**config.mk**
```make
export PLATFORM = sky130hd
export DESIGN_NAME = snes_video_pipe
export DESIGN_NICKNAME = d
export VERILOG_FILES = /design/src/rtl/snes_video_pkg.sv /design/src/rtl/snes_pos_counter.sv /design/src/rtl/snes_video_pipe.sv
export SDC_FILE = /design/constraint.sdc
export NUM_CORES = 1
export LEC_CHECK = 0
export CORE_MARGIN = 3
export CORE_UTILIZATION = 35
export CTS_CLUSTER_DIAMETER = 40
export CTS_CLUSTER_SIZE = 8
export DETAILED_ROUTE_END_ITERATION = 6
export PLACE_DENSITY_LB_ADDON = 0.15
export SYNTH_ARGS = -nofsm -noshare
export SYNTH_HDL_FRONTEND = slang
export SYNTH_SLANG_ARGS = --single-unit
```
**constraint.sdc**
```tcl
create_clock -name CLK_i -period 6.35 [get_ports CLK_i]
set_clock_uncertainty 0.2 [all_clocks]
set_input_delay 0.9525 -clock CLK_i [delete_from_list [all_inputs] [get_ports CLK_i]]
set_output_delay 0.9525 -clock CLK_i [all_outputs]
set_load 0.01 [all_outputs]
```
**src/rtl/snes_video_pkg.sv**
```systemverilog
// ============================================================================
// snes_video_pkg : shared constants and types for the SNES video pipe
// Rev 1.0
// ============================================================================
`default_nettype none

package snes_video_pkg;

  localparam logic [7:0] INIDISP_ADDR = 8'h00;
  localparam int         FBLANK_BIT   = 7;

  localparam int OSD_X1_DEF      = 16;
  localparam int OSD_X2_DEF      = 240;
  localparam int OSD_Y1_NTSC_DEF = 160;
  localparam int OSD_Y2_NTSC_DEF = 208;
  localparam int OSD_Y1_PAL_DEF  = 184;
  localparam int OSD_Y2_PAL_DEF  = 232;

  typedef struct packed {
    logic [8:0] hcnt;
    logic [8:0] vcnt;
  } pos_t;

endpackage

`default_nettype wire

```
**src/rtl/snes_pos_counter.sv**
```systemverilog
// ============================================================================
// snes_pos_counter : dot/line beam position derived from HBLANK/VBLANK
// Rev 1.0
// ============================================================================
`default_nettype none

module snes_pos_counter
  import snes_video_pkg::*;
#(
  parameter int PIXDIV = 4
) (
  input  logic clk,
  input  logic rst_n,
  input  logic hblank,
  input  logic vblank,
  output pos_t pos
);

  localparam int DW = (PIXDIV > 1) ? $clog2(PIXDIV) : 1;
  localparam logic [DW-1:0] DIV_LAST = DW'(PIXDIV - 1);

  logic [DW-1:0] pixdiv;
  logic          hblank_q;
  logic [8:0]    hcnt;
  logic [8:0]    vcnt;
  logic          wrap;
  logic          hb_rise;

  assign wrap    = (pixdiv == DIV_LAST);
  assign hb_rise = hblank && !hblank_q;

  // VBLANK overrides everything, including a coincident HBLANK rising edge.
  always_ff @(posedge clk) begin
    if (!rst_n) begin
      pixdiv   <= '0;
      hblank_q <= 1'b0;
      hcnt     <= '0;
      vcnt     <= '0;
    end else begin
      hblank_q <= hblank;
      if (vblank) begin
        pixdiv <= '0;
        hcnt   <= '0;
        vcnt   <= '0;
      end else begin
        pixdiv <= wrap ? '0 : pixdiv + 1'b1;
        if (hb_rise) begin
          hcnt <= '0;
          if (vcnt != '1) vcnt <= vcnt + 1'b1;
        end else if (!hblank && wrap && hcnt != '1) begin
          hcnt <= hcnt + 1'b1;
        end
      end
    end
  end

  assign pos.hcnt = hcnt;
  assign pos.vcnt = vcnt;

endmodule

`default_nettype wire

```
**src/rtl/snes_video_pipe.sv**
```systemverilog
// ============================================================================
// snes_video_pipe : INIDISP snoop, OSD dim window and brightness scaling
//                   from PPU colour taps to the RGB DAC words
// Rev 1.0
// ============================================================================
`default_nettype none

module snes_video_pipe
  import snes_video_pkg::*;
#(
  parameter int IN_W        = 5,
  parameter int BRI_W       = 4,
  parameter int OUT_W       = 9,
  parameter int PIXDIV      = 4,
  parameter int OSD_X1      = OSD_X1_DEF,
  parameter int OSD_X2      = OSD_X2_DEF,
  parameter int OSD_Y1_NTSC = OSD_Y1_NTSC_DEF,
  parameter int OSD_Y2_NTSC = OSD_Y2_NTSC_DEF,
  parameter int OSD_Y1_PAL  = OSD_Y1_PAL_DEF,
  parameter int OSD_Y2_PAL  = OSD_Y2_PAL_DEF,
  parameter int OSD_SHIFT   = 2
) (
  input  logic             CLK_i,
  input  logic             NRST_i,
  input  logic             PAL_i,
  input  logic             PAWR_i,
  input  logic [7:0]       PADDR_i,
  input  logic [7:0]       PDATA_i,
  input  logic             HBLANK_i,
  input  logic             VBLANK_i,
  input  logic [IN_W-1:0]  R_i,
  input  logic [IN_W-1:0]  G_i,
  input  logic [IN_W-1:0]  B_i,
  input  logic             OSD_EN_i,
  output logic [OUT_W-1:0] R_o,
  output logic [OUT_W-1:0] G_o,
  output logic [OUT_W-1:0] B_o,
  output logic             BLANK_o,
  output logic             IN_OSD_o,
  output logic [8:0]       HCNT_o,
  output logic [8:0]       VCNT_o
);

  localparam int PW = IN_W + BRI_W;

  localparam logic [8:0] X1  = 9'(OSD_X1);
  localparam logic [8:0] X2  = 9'(OSD_X2);
  localparam logic [8:0] Y1N = 9'(OSD_Y1_NTSC);
  localparam logic [8:0] Y2N = 9'(OSD_Y2_NTSC);
  localparam logic [8:0] Y1P = 9'(OSD_Y1_PAL);
  localparam logic [8:0] Y2P = 9'(OSD_Y2_PAL);

  // ---------------------------------------------------------------- snoop
  logic             pawr_q;
  logic [BRI_W-1:0] bri;
  logic             fblank;
  logic             pawr_fall;
  logic             unused_pdata;

  assign pawr_fall    = pawr_q && !PAWR_i;
  assign unused_pdata = ^PDATA_i;

  always_ff @(posedge CLK_i) begin
    if (!NRST_i) begin
      pawr_q <= 1'b1;
      bri    <= '1;
      fblank <= 1'b0;
    end else begin
      pawr_q <= PAWR_i;
      if (pawr_fall && PADDR_i == INIDISP_ADDR) begin
        bri    <= PDATA_i[BRI_W-1:0];
        fblank <= PDATA_i[FBLANK_BIT];
      end
    end
  end

  // ------------------------------------------------------------- position
  pos_t pos;

  snes_pos_counter #(
    .PIXDIV (PIXDIV)
  ) u_pos (
    .clk    (CLK_i),
    .rst_n  (NRST_i),
    .hblank (HBLANK_i),
    .vblank (VBLANK_i),
    .pos    (pos)
  );

  assign HCNT_o = pos.hcnt;
  assign VCNT_o = pos.vcnt;

  // --------------------------------------------------------------- window
  logic [8:0] y1;
  logic [8:0] y2;
  logic       win;

  always_comb begin
    y1  = PAL_i ? Y1P : Y1N;
    y2  = PAL_i ? Y2P : Y2N;
    win = OSD_EN_i && (pos.hcnt > X1) && (pos.hcnt <= X2) &&
          (pos.vcnt > y1) && (pos.vcnt <= y2);
  end

  // -------------------------------------------------------------- stage 1
  logic [IN_W-1:0]  r_s1, g_s1, b_s1;
  logic [BRI_W-1:0] bri_s1;
  logic             win_s1;
  logic             blk_s1;

  always_ff @(posedge CLK_i) begin
    if (!NRST_i) begin
      r_s1   <= '0;
      g_s1   <= '0;
      b_s1   <= '0;
      bri_s1 <= '0;
      win_s1 <= 1'b0;
      blk_s1 <= 1'b0;
    end else begin
      r_s1   <= win ? (R_i >> OSD_SHIFT) : R_i;
      g_s1   <= win ? (G_i >> OSD_SHIFT) : G_i;
      b_s1   <= win ? (B_i >> OSD_SHIFT) : B_i;
      bri_s1 <= bri;
      win_s1 <= win;
      blk_s1 <= fblank || HBLANK_i || VBLANK_i;
    end
  end

  // -------------------------------------------------------------- stage 2
  logic [PW-1:0]    p_r, p_g, p_b;
  logic [OUT_W-1:0] s_r, s_g, s_b;

  assign p_r = PW'(r_s1) * PW'(bri_s1);
  assign p_g = PW'(g_s1) * PW'(bri_s1);
  assign p_b = PW'(b_s1) * PW'(bri_s1);

  generate
    if (OUT_W >= PW) begin : g_wide
      assign s_r = OUT_W'(p_r);
      assign s_g = OUT_W'(p_g);
      assign s_b = OUT_W'(p_b);
    end else begin : g_narrow
      logic unused_lsb;
      assign s_r = p_r[PW-1 -: OUT_W];
      assign s_g = p_g[PW-1 -: OUT_W];
      assign s_b = p_b[PW-1 -: OUT_W];
      assign unused_lsb = ^{p_r[PW-OUT_W-1:0], p_g[PW-OUT_W-1:0], p_b[PW-OUT_W-1:0]};
    end
  endgenerate

  always_ff @(posedge CLK_i) begin
    if (!NRST_i) begin
      R_o      <= '0;
      G_o      <= '0;
      B_o      <= '0;
      BLANK_o  <= 1'b0;
      IN_OSD_o <= 1'b0;
    end else begin
      R_o      <= blk_s1 ? '0 : s_r;
      G_o      <= blk_s1 ? '0 : s_g;
      B_o      <= blk_s1 ? '0 : s_b;
      BLANK_o  <= blk_s1;
      IN_OSD_o <= win_s1;
    end
  end

endmodule

`default_nettype wire

```
* Yosys cells after proc, flatten, opt, wreduce, memory -nomap -nowiden *
Cells that the tools add are included.

operators by class
  multiply operators = 3
  add/sub/neg operators = 3
  mux-type cells = 5
  bitwise logic cells = 1
  shift-type cells = 0
  reduce and logical (&&, ||, !) cells = 21
  $lt $le $gt $ge = 4
  div/mod/pow operators = 0
  eq/ne operators = 3

operators by type and width
  kind                 number
  $mul 5x4->9          3
  $add 9x1->9 const B  2
  $ne 9x9->1 const B   2
  $gt 9x5->1 const B   1
  $gt 9x8->1           1
  $le 9x8->1           1
  $le 9x8->1 const B   1
  $logic_and 1x1->1    9
  $mux 3               3
  $logic_not 8->1      1
  $mux 6               1
  $reduce_or 2->1      3
  $reduce_or 3->1      2
  $mux 5               1
  $logic_not 1->1      3
  $add 2x1->2 const B  1
  $eq 2x2->1 const B   1
  $logic_or 1x1->1     2
  $reduce_and 2->1     1
  $not 1->1            1

storage, ports and cells
  output and inout port bits = 47
  input port bits = 38
  logic and storage cells = 61
  latch bits = 0
  ROM bits = 0
  memory bits (writable) = 0
  memories kept = 0
  register bits = 77

* Depth between registers and ports, before layout *
Gate-level depths: netlist (run 1).

  word-level depth = 6
  depth in mapped cells = 12
  depth with buffers taken out = 11

* Modules after synthesis *
From an unflattened synthesis (run 1), not the netlist that was laid out.

second synthesis, totals
  cell total of the unflattened synthesis = 487
  area total of the unflattened synthesis = 4505.6 µm²

by module, submodules not included
  module            sequential area each (µm²)  cells each  times used  area an instance (µm²)
  snes_video_pipe   1121.1                      381         1           3563.4
  snes_pos_counter  420.4                       106         1           942.2

* Least setup slack after synthesis (run 1) *
Ideal clock, no wire load.

  path kind = reg2reg
  start point = register bri_s1[3]
  end point = register B_o[7]
  cell stages (with the launch flop) = 12
  data required time = 6.088 ns
  clock period less this slack = 3.310 ns
  path buffers = 1
  setup slack = 3.040 ns
  setup time = 0.062 ns
  data arrival time = 3.048 ns
  path through = dfxtp_1 clkbuf_1 nand2_1 fa_1 fa_1 inv_1 ha_1 a21o_1 a21o_1 a21oi_1 or4b_2 nand3_1

between the ends
  cells in the longest elaborated chain, start to end = 1

ends and longest elaborated chain
  what                    line                    RTL
  start, declared         snes_video_pipe.sv:107  logic [BRI_W-1:0] bri_s1;
  start signal, assigned  snes_video_pipe.sv:123  bri_s1 <= bri;
  $mul 5x4->9             snes_video_pipe.sv:135  assign p_b = PW'(b_s1) * PW'(bri_s1);
  end signal, assigned    snes_video_pipe.sv:161  B_o <= blk_s1 ? '0 : s_b;
  end, declared           snes_video_pipe.sv:37   output logic [OUT_W-1:0] B_o,

Every way passes these cells.
A chain may end at the register's enable or synchronous reset.

* Worst setup path after layout (run 1) *
Ends and elaborated chain as after synthesis.

==> results by group, run 1 <==
GRT
  – Met1 usage: 17.2%
  – GR peak layer: met2
  – Antenna violations before repair: 0
  – GR Layer Usage met2: 24.1%
  – Total track usage: 14.1%
  – Largest net degree at the start of global routing: 37
  – Total gr overflow: 0
  – First-pass GRT wire length: 16200 um
  – GRT met3 Usage: 4.23%
  – Vias in the first global route: 3468

Synth
  – Most common cell in the synthesized netlist: dfxtp_1
  – Post-synth top cells: 77 x dfxtp_1, 50 x and2_1, 50 x ha_1
  – Post-synth EDFFs: 0
  – Cell variety after synth: 41
  – #FFs+latches synth: 77
  – Register area share after synthesis: 34.5%
  – Area fraction of the dominant cell type after synthesis: 34.5%
  – Async SR Flop Fraction: 0%
  – Mapped Nets: 593
  – Post-synth top area cell: dfxtp_1
  – Netlist Area Pre-Place: 4470 um2
  – Syn Area/Cell: 9.18 um2
  – Top_reg_cell synth: dfxtp_1
  – Leading post-synthesis cells by cell area: dfxtp_1 34%, ha_1 14%, fa_1 8.1%
  – Ys Warns: 0
  – Post-Syn Instances: 487

STA
  – Worst Setup Slack, final: 2860 ps
  – Max transition margin: 24.6%
  – Final setup TNS: 0 ps
  – Final worst-path cycle share: 54.9%
  – Final Hold Fails: 0
  – Max Slew Vio Count: 0
  – Worst hold margin: 234 ps
  – Worst Tran Pin Value: 1130 ps
  – Max Fclk: 0.287 GHz
  – Fin crit period: 3490 ps
  – Final Setup Violations: 0
  – RSZ-0062 raised after global routing: false

Die
  – Die area: 14200 um2
  – Io pins: 85
  – Starting Density: 36.5%
  – Core area: 12300 um2
  – Row count: 40
  – Chip Width: 119 um
  – Die Y: 119 um

Setup path
  – Reg-to-reg endpoint: B_o[7]
  – Req. time, crit path: 6420 ps
  – CP endpoint kind: flop
  – CP peak stage delay: 610 ps
  – Critical path, cell by cell: nand2_1 -> fa_1 -> fa_1 -> inv_1 -> ha_1 -> a21o_1 -> a21o_1 -> a21oi_1 -> or4b_2 -> nand3_1
  – WP data arrival: 3560 ps
  – Crit path from: bri_s1[3]
  – Reg2reg setup slack: 2860 ps
  – Launch point of the worst reg-to-reg path: bri_s1[3]
  – Startpoint Class: flop
  – CP max stage cell: fa_1
  – R2R depth: 10
  – CP max FO: 15
  – Crit Path Class: flop to flop

Pwr
  – Lkg Pwr: 2.52 nW
  – P per Cell Area: 200 nW/um2
  – Total Power: 1.14 mW
  – Worst vdd ir: 0.0981 mV

Cells and area
  – Layout Utilization: 46.6%
  – Finished Layout Cells: 738
  – Design area: 5720 um2
  – FILL cells: 1211
  – Area grow syn2layout: 27.9%
  – Diode count: 0
  – Share of layout cells above drive strength 1: 4.39%
  – Nets: 671

Run
  – # Max-Cap Violations: 0

Place
  – DPL Wire Length: 7160 um
  – Placed Area: 5440 um2
  – GPL Wtd Cong: 0.797
  – Pre-CTS WS: 2540 ps
  – PortBufs: 81
  – Placed cell count: 722

Hold path
  – Worst Min Path Start: win_s1
  – Worst Hold End: IN_OSD_o
  – Hold-critical path depth: 1
  – Hold Crit Class: flop to flop

Clock network
  – Clock tree sinks: 77
  – TritonCTS Buffers: 9
  – CTS hold repair buffers: 0
  – CTS tree: built
  – Root Buffer: clkbuf_16
  – # Post-CTS Setup Buffers: 0
  – Clock-pin transition on the worst setup and hold timing paths: 60 ps
  – Max clock buf depth: 2
  – Clock Latency Late Sink: 330 ps
  – H-tree level count: 3
  – Cts repair resizes: 0

Route
  – Via-to-Cell Ratio: 4.70
  – Iter 0 DRT Violations: 146
  – Drt drc: 0
  – Via count: 3468
  – Avg WL per Cell: 12.8 um
  – Final ANT Viol Nets: 0
  – Drt first pass iters: 6
  – WL final: 9430 um

Run status
  – Status: complete, no violations
-- registers in the layout, indices dropped and copies added, names as in the netlist, 2 cells and up --
name	count
b_s1	5
u_pos.hcnt	9
bri	4
r_s1	5
G_o	9
u_pos.vcnt	9
bri_s1	4
R_o	9
B_o	9
u_pos.pixdiv	2
g_s1	5
-- report_power, final --
group	internal (mW)	switching (mW)
Sequential	0.502	0.0135
Clock	0.266	0.207
Combinational	0.0837	0.0730
-- layout by cell type, fill, tap and decap left out, types with 3 or more instances in the layout --
cell	Yosys	layout
ha_1	50	50
a21o_1	8	8
xnor2_1	9	9
nor2b_1	5	5
clkinv_4	0	4
or3_1	5	5
nor2_1	35	35
o21ai_0	8	8
and2_1	50	50
nor4_1	3	3
xor2_1	7	7
a21oi_1	15	15
dfxtp_1	77	77
nand2b_1	3	3
mux2i_1	17	17
nand4_1	5	5
nor3_1	11	11
nor3b_1	7	7
clkbuf_16	0	9
nand4b_1	3	3
nand3_1	11	11
nand2_1	48	48
and3_1	13	13
nand3b_1	5	5
fa_1	18	18
inv_1	38	38
clkdlybuf4s50_1	0	81
-- worst max-delay path, delay by kind of cell (launching register included) --
family | cells | cell delay, ps
flops | 1 | 600
fa+ha+maj | 3 | 1400
simple gates | 3 | 830
compound gates | 3 | 340
buf+inv | 1 | 60
-- metal layers --
layer | wire length [um] | up-vias
met3 | 443 | 5
met1 | 4400 | 1613
met4 | 79 | 0
li1 | - | 1777
met2 | 4510 | 73
met5 | 0 | -
-- cells by family (layout without fill, tap and decap cells) --
| kind of cell | count (synthesis) | after routing | synth area share, % |
|---|---|---|---|
| AOI/OAI and AO/OA | 41 | 41 | 5.77 |
| xor gates and xnor gates | 16 | 16 | 3.13 |
| adders and majority gates | 68 | 68 | 22.1 |
| buffers and inverters | 54 | 137 | 4.70 |
| DFF | 77 | 77 | 34.5 |
| muxes | 18 | 18 | 4.06 |
| and+or+nand+nor | 213 | 213 | 25.8 |
-- final cells by class --
class | count | area, um2 | share of cell area (%)
Clock buffer | 9 | 225 | 3.94
Clock inverter | 7 | 52.6 | 0.919
Inverter | 38 | 143 | 2.50
Multi-Input combinational cell | 356 | 2720 | 47.6
Sequential cell | 77 | 1540 | 27.0
Tap cell | 168 | 210 | 3.68
Timing Repair Buffer | 83 | 826 | 14.4
-- how the worst max path moves through the flow --
stage,slack [ps],end,depth (start not counted)
after floorplan,3040,B_o[7],11
after global placement,2620,G_o[7],7
after detailed placement,2540,G_o[7],7
after CTS,2850,B_o[7],10
after global routing,2570,B_o[7],10
final,2860,B_o[7],10
No activity file was read; power rests on OpenSTA's default activity.
==> run 2: changes to the inputs <==
clock period = 3.27 ns   (was 6.35 ns; I/O delays follow)
==> run 2 against run 1 <==
  * Global-route usage rose by 0.15 points
  * Non-clock buffer count grew 18
  * Maximum frequency up 11%
  * Sequential power increased by 94%
  * Clock power is 100% higher
  * Via count rose by 1.1%
  * Worst hold slack got worse by 5.7 ps
  * Utilization increased by 1.4 points
  * Critical path type unchanged
  * Largest cell class unchanged
  * Largest power group unchanged
==> results by group, run 2 (synthesis results as in run 1) <==
Run status
  – Status: complete, no violations

STA
  – Fin crit period: 3140 ps (-345 ps)
  – Max Slew Vio Count: 0 (unchanged)
  – Final worst-path cycle share: 96.1% (+41 points)
  – Max transition margin: 60.6% (+36 points)
  – Max Fclk: 0.318 GHz (+11%)
  – Worst Setup Slack, final: 128 ps (-2730 ps)
  – Final Setup Violations: 0 (unchanged)
  – Worst Tran Pin Value: 590 ps (-538 ps)
  – Final Hold Fails: 0 (unchanged)

Place
  – GPL Wtd Cong: 0.829 (+4.1%)
  – PortBufs: 81 (unchanged)
  – Placed cell count: 736 (+1.9%)
  – DPL Wire Length: 7440 um (+4.0%)
  – Placed Area: 5540 um2 (+1.9%)
  – Pre-CTS WS: -155 ps (-2700 ps)

Route
  – Final ANT Viol Nets: 0 (unchanged)
  – WL final: 9900 um (+5.0%)
  – Drt drc: 0 (unchanged)
  – Iter 0 DRT Violations: 125 (-14%)
  – Drt first pass iters: 4 (-2)
  – Top Layer Used: met4
  – Avg WL per Cell: 13.1 um (+2.5%)
  – Via-to-Cell Ratio: 4.64 (-1.3%)
  – Via count: 3505 (+1.1%)
  – Routed wire length on met2: 4810 um (+6.6%)
  – Met3 wire len: 531 um (+20%)
  – Met1 WL: 4480 um (+2.0%)

Cells and area
  – Nets: 689 (+2.7%)
  – Area grow syn2layout: 31.7%
  – Commonest non-fill, non-tap cells in the layout: 81 x clkdlybuf4s50_1, 74 x dfxtp_1, 49 x and2_1, 49 x ha_1, 47 x nand2_1
  – Diode count: 0 (unchanged)
  – Finished Layout Cells: 756 (+2.4%)
  – Design area: 5890 um2 (+3.0%)
  – FILL cells: 1208 (-0.25%)
  – Share of layout cells above drive strength 1: 8.50% (+4.1 points)
  – Commonest non-fill, non-tap cell in the layout: clkdlybuf4s50_1

Setup path
  – Reg-to-reg endpoint: B_o[7]
  – CP max stage cell: or4b_2
  – Crit path from: bri_s1[3]
  – Launch point of the worst reg-to-reg path: bri_s1[3]
  – WP data arrival: 3220 ps (-340 ps)
  – Req. time, crit path: 3350 ps (-3070 ps)
  – Startpoint Class: flop
  – Crit Path Class: flop to flop
  – Reg2reg setup slack: 130 ps (-2730 ps)
  – CP max FO: 7 (-8)
  – R2R depth: 10 (unchanged)
  – CP endpoint kind: flop
  – Critical path, cell by cell: and2_1 -> fa_1 -> inv_1 -> fa_1 -> inv_1 -> ha_4 -> a21o_1 -> a21oi_1 -> or4b_2 -> nand3_1
  – CP peak stage delay: 610 ps (about the same)

Clock network
  – CTS hold repair buffers: 0 (unchanged)
  – TritonCTS Buffers: 9 (unchanged)
  – Root Buffer: clkbuf_16
  – Clock-pin transition on the worst setup and hold timing paths: 60 ps (about the same)
  – H-tree level count: 3 (unchanged)
  – Max clock buf depth: 2 (unchanged)
  – CTS tree: built
  – Clock tree sinks: 77 (unchanged)
  – Clock Latency Late Sink: 340 ps (about the same)

Die
  – Row count: 40 (unchanged)
  – Die area: 14200 um2 (unchanged)
  – Chip Width: 119 um (unchanged)
  – Die Y: 119 um (unchanged)
  – Starting Density: 36.5% (unchanged)
  – Io pins: 85 (unchanged)
  – Core area: 12300 um2 (unchanged)

Hold path
  – Hold Crit Class: flop to flop
  – Worst Min Path Start: u_pos.pixdiv[0]
  – Worst Hold End: u_pos.pixdiv[0]
  – Hold-critical path depth: 1 (unchanged)

Pwr
  – Lkg Pwr: 2.61 nW (+3.6%)
  – P per Cell Area: 386 nW/um2 (+93%)
  – Worst vdd ir: 0.201 mV (+110%)
  – Total Power: 2.27 mW (+98%)

GRT
  – Largest net degree at the start of global routing: 20 (-46%)
  – Total track usage: 14.2% (+0.15 points)
  – Vias in the first global route: 3519 (+1.5%)
  – Total gr overflow: 0 (unchanged)
  – First-pass GRT wire length: 16300 um (+0.43%)
  – Antenna violations before repair: 0 (unchanged)

Run
  – # Max-Cap Violations: 0 (unchanged)
-- run 2: cell types whose count changed in the layout (fill, tap and decap cells not counted), moves of 2 or more --
cell / change
inv_6: +3
a21boi_1: +2
dfxtp_4: +3
buf_4: +16
a21boi_0: -2
clkinv_4: -2
dfxtp_1: -3
o21ai_1: +2
clkinv_2: -2
o21ai_0: -2
-- run 2: metrics by stage --
stage	util (%)	hold WS, ps	TNS, ps
5_1_grt	48.0	258	-5.82
6_report	48.0	228	0
4_1_cts	47.6	235	0
2_1_floorplan	-	208	0
3_5_place_dp	45.2	223	-600
3_3_place_gp	45.2	217	-636
-- run 2: area by class of cell --
cell class / count / area [um2] / area share, %
Tap cell: 168 / 210 / 3.57
Inverter: 38 / 143 / 2.42
Clock inverter: 7 / 58.8 / 0.999
Sequential cell: 77 / 1550 / 26.4
Timing Repair Buffer: 101 / 956 / 16.2
Multi-Input combinational cell: 356 / 2740 / 46.6
Clock buffer: 9 / 225 / 3.83
-- run 2: report_power, final --
| part | switching [mW] | internal, mW |
|---|---|---|
| Sequential | 0.0234 | 0.973 |
| Clock | 0.422 | 0.524 |
| Combinational | 0.153 | 0.175 |
-- run 2: timing repair --
item                       CTS  global route
setup endpoints to repair    8             9
resized for setup            3            11
pin swaps                    0             4
setup buffers                0             4
-- run 2: worst max-delay path by stage --
stage / to / depth (start not counted) / slack [ps]
finish: B_o[7] / 10 / 130
global placement: B_o[7] / 10 / -130
floorplan: B_o[7] / 11 / 20
detailed placement: B_o[7] / 10 / -150
CTS: B_o[8] / 11 / 0.9
global route: B_o[7] / 10 / -6
-- run 2: layer usage --
metal / vias to the layer above / global-route usage (%)
li1: 1819 / -
met1: 1622 / 17.0
met2: 59 / 24.3
met3: 5 / 5.41
met4: 0 / 2.90
met5: - / 0
-- run 2: worst max-delay path, delay by kind of cell (launching register included) --
| family | cells | cell delay, ps |
|---|---|---|
| AOI/OAI and AO/OA | 2 | 220 |
| adders and majority gates | 3 | 1320 |
| buffers and inverters | 2 | 120 |
| DFF | 1 | 370 |
| and+or+nand+nor | 3 | 850 |
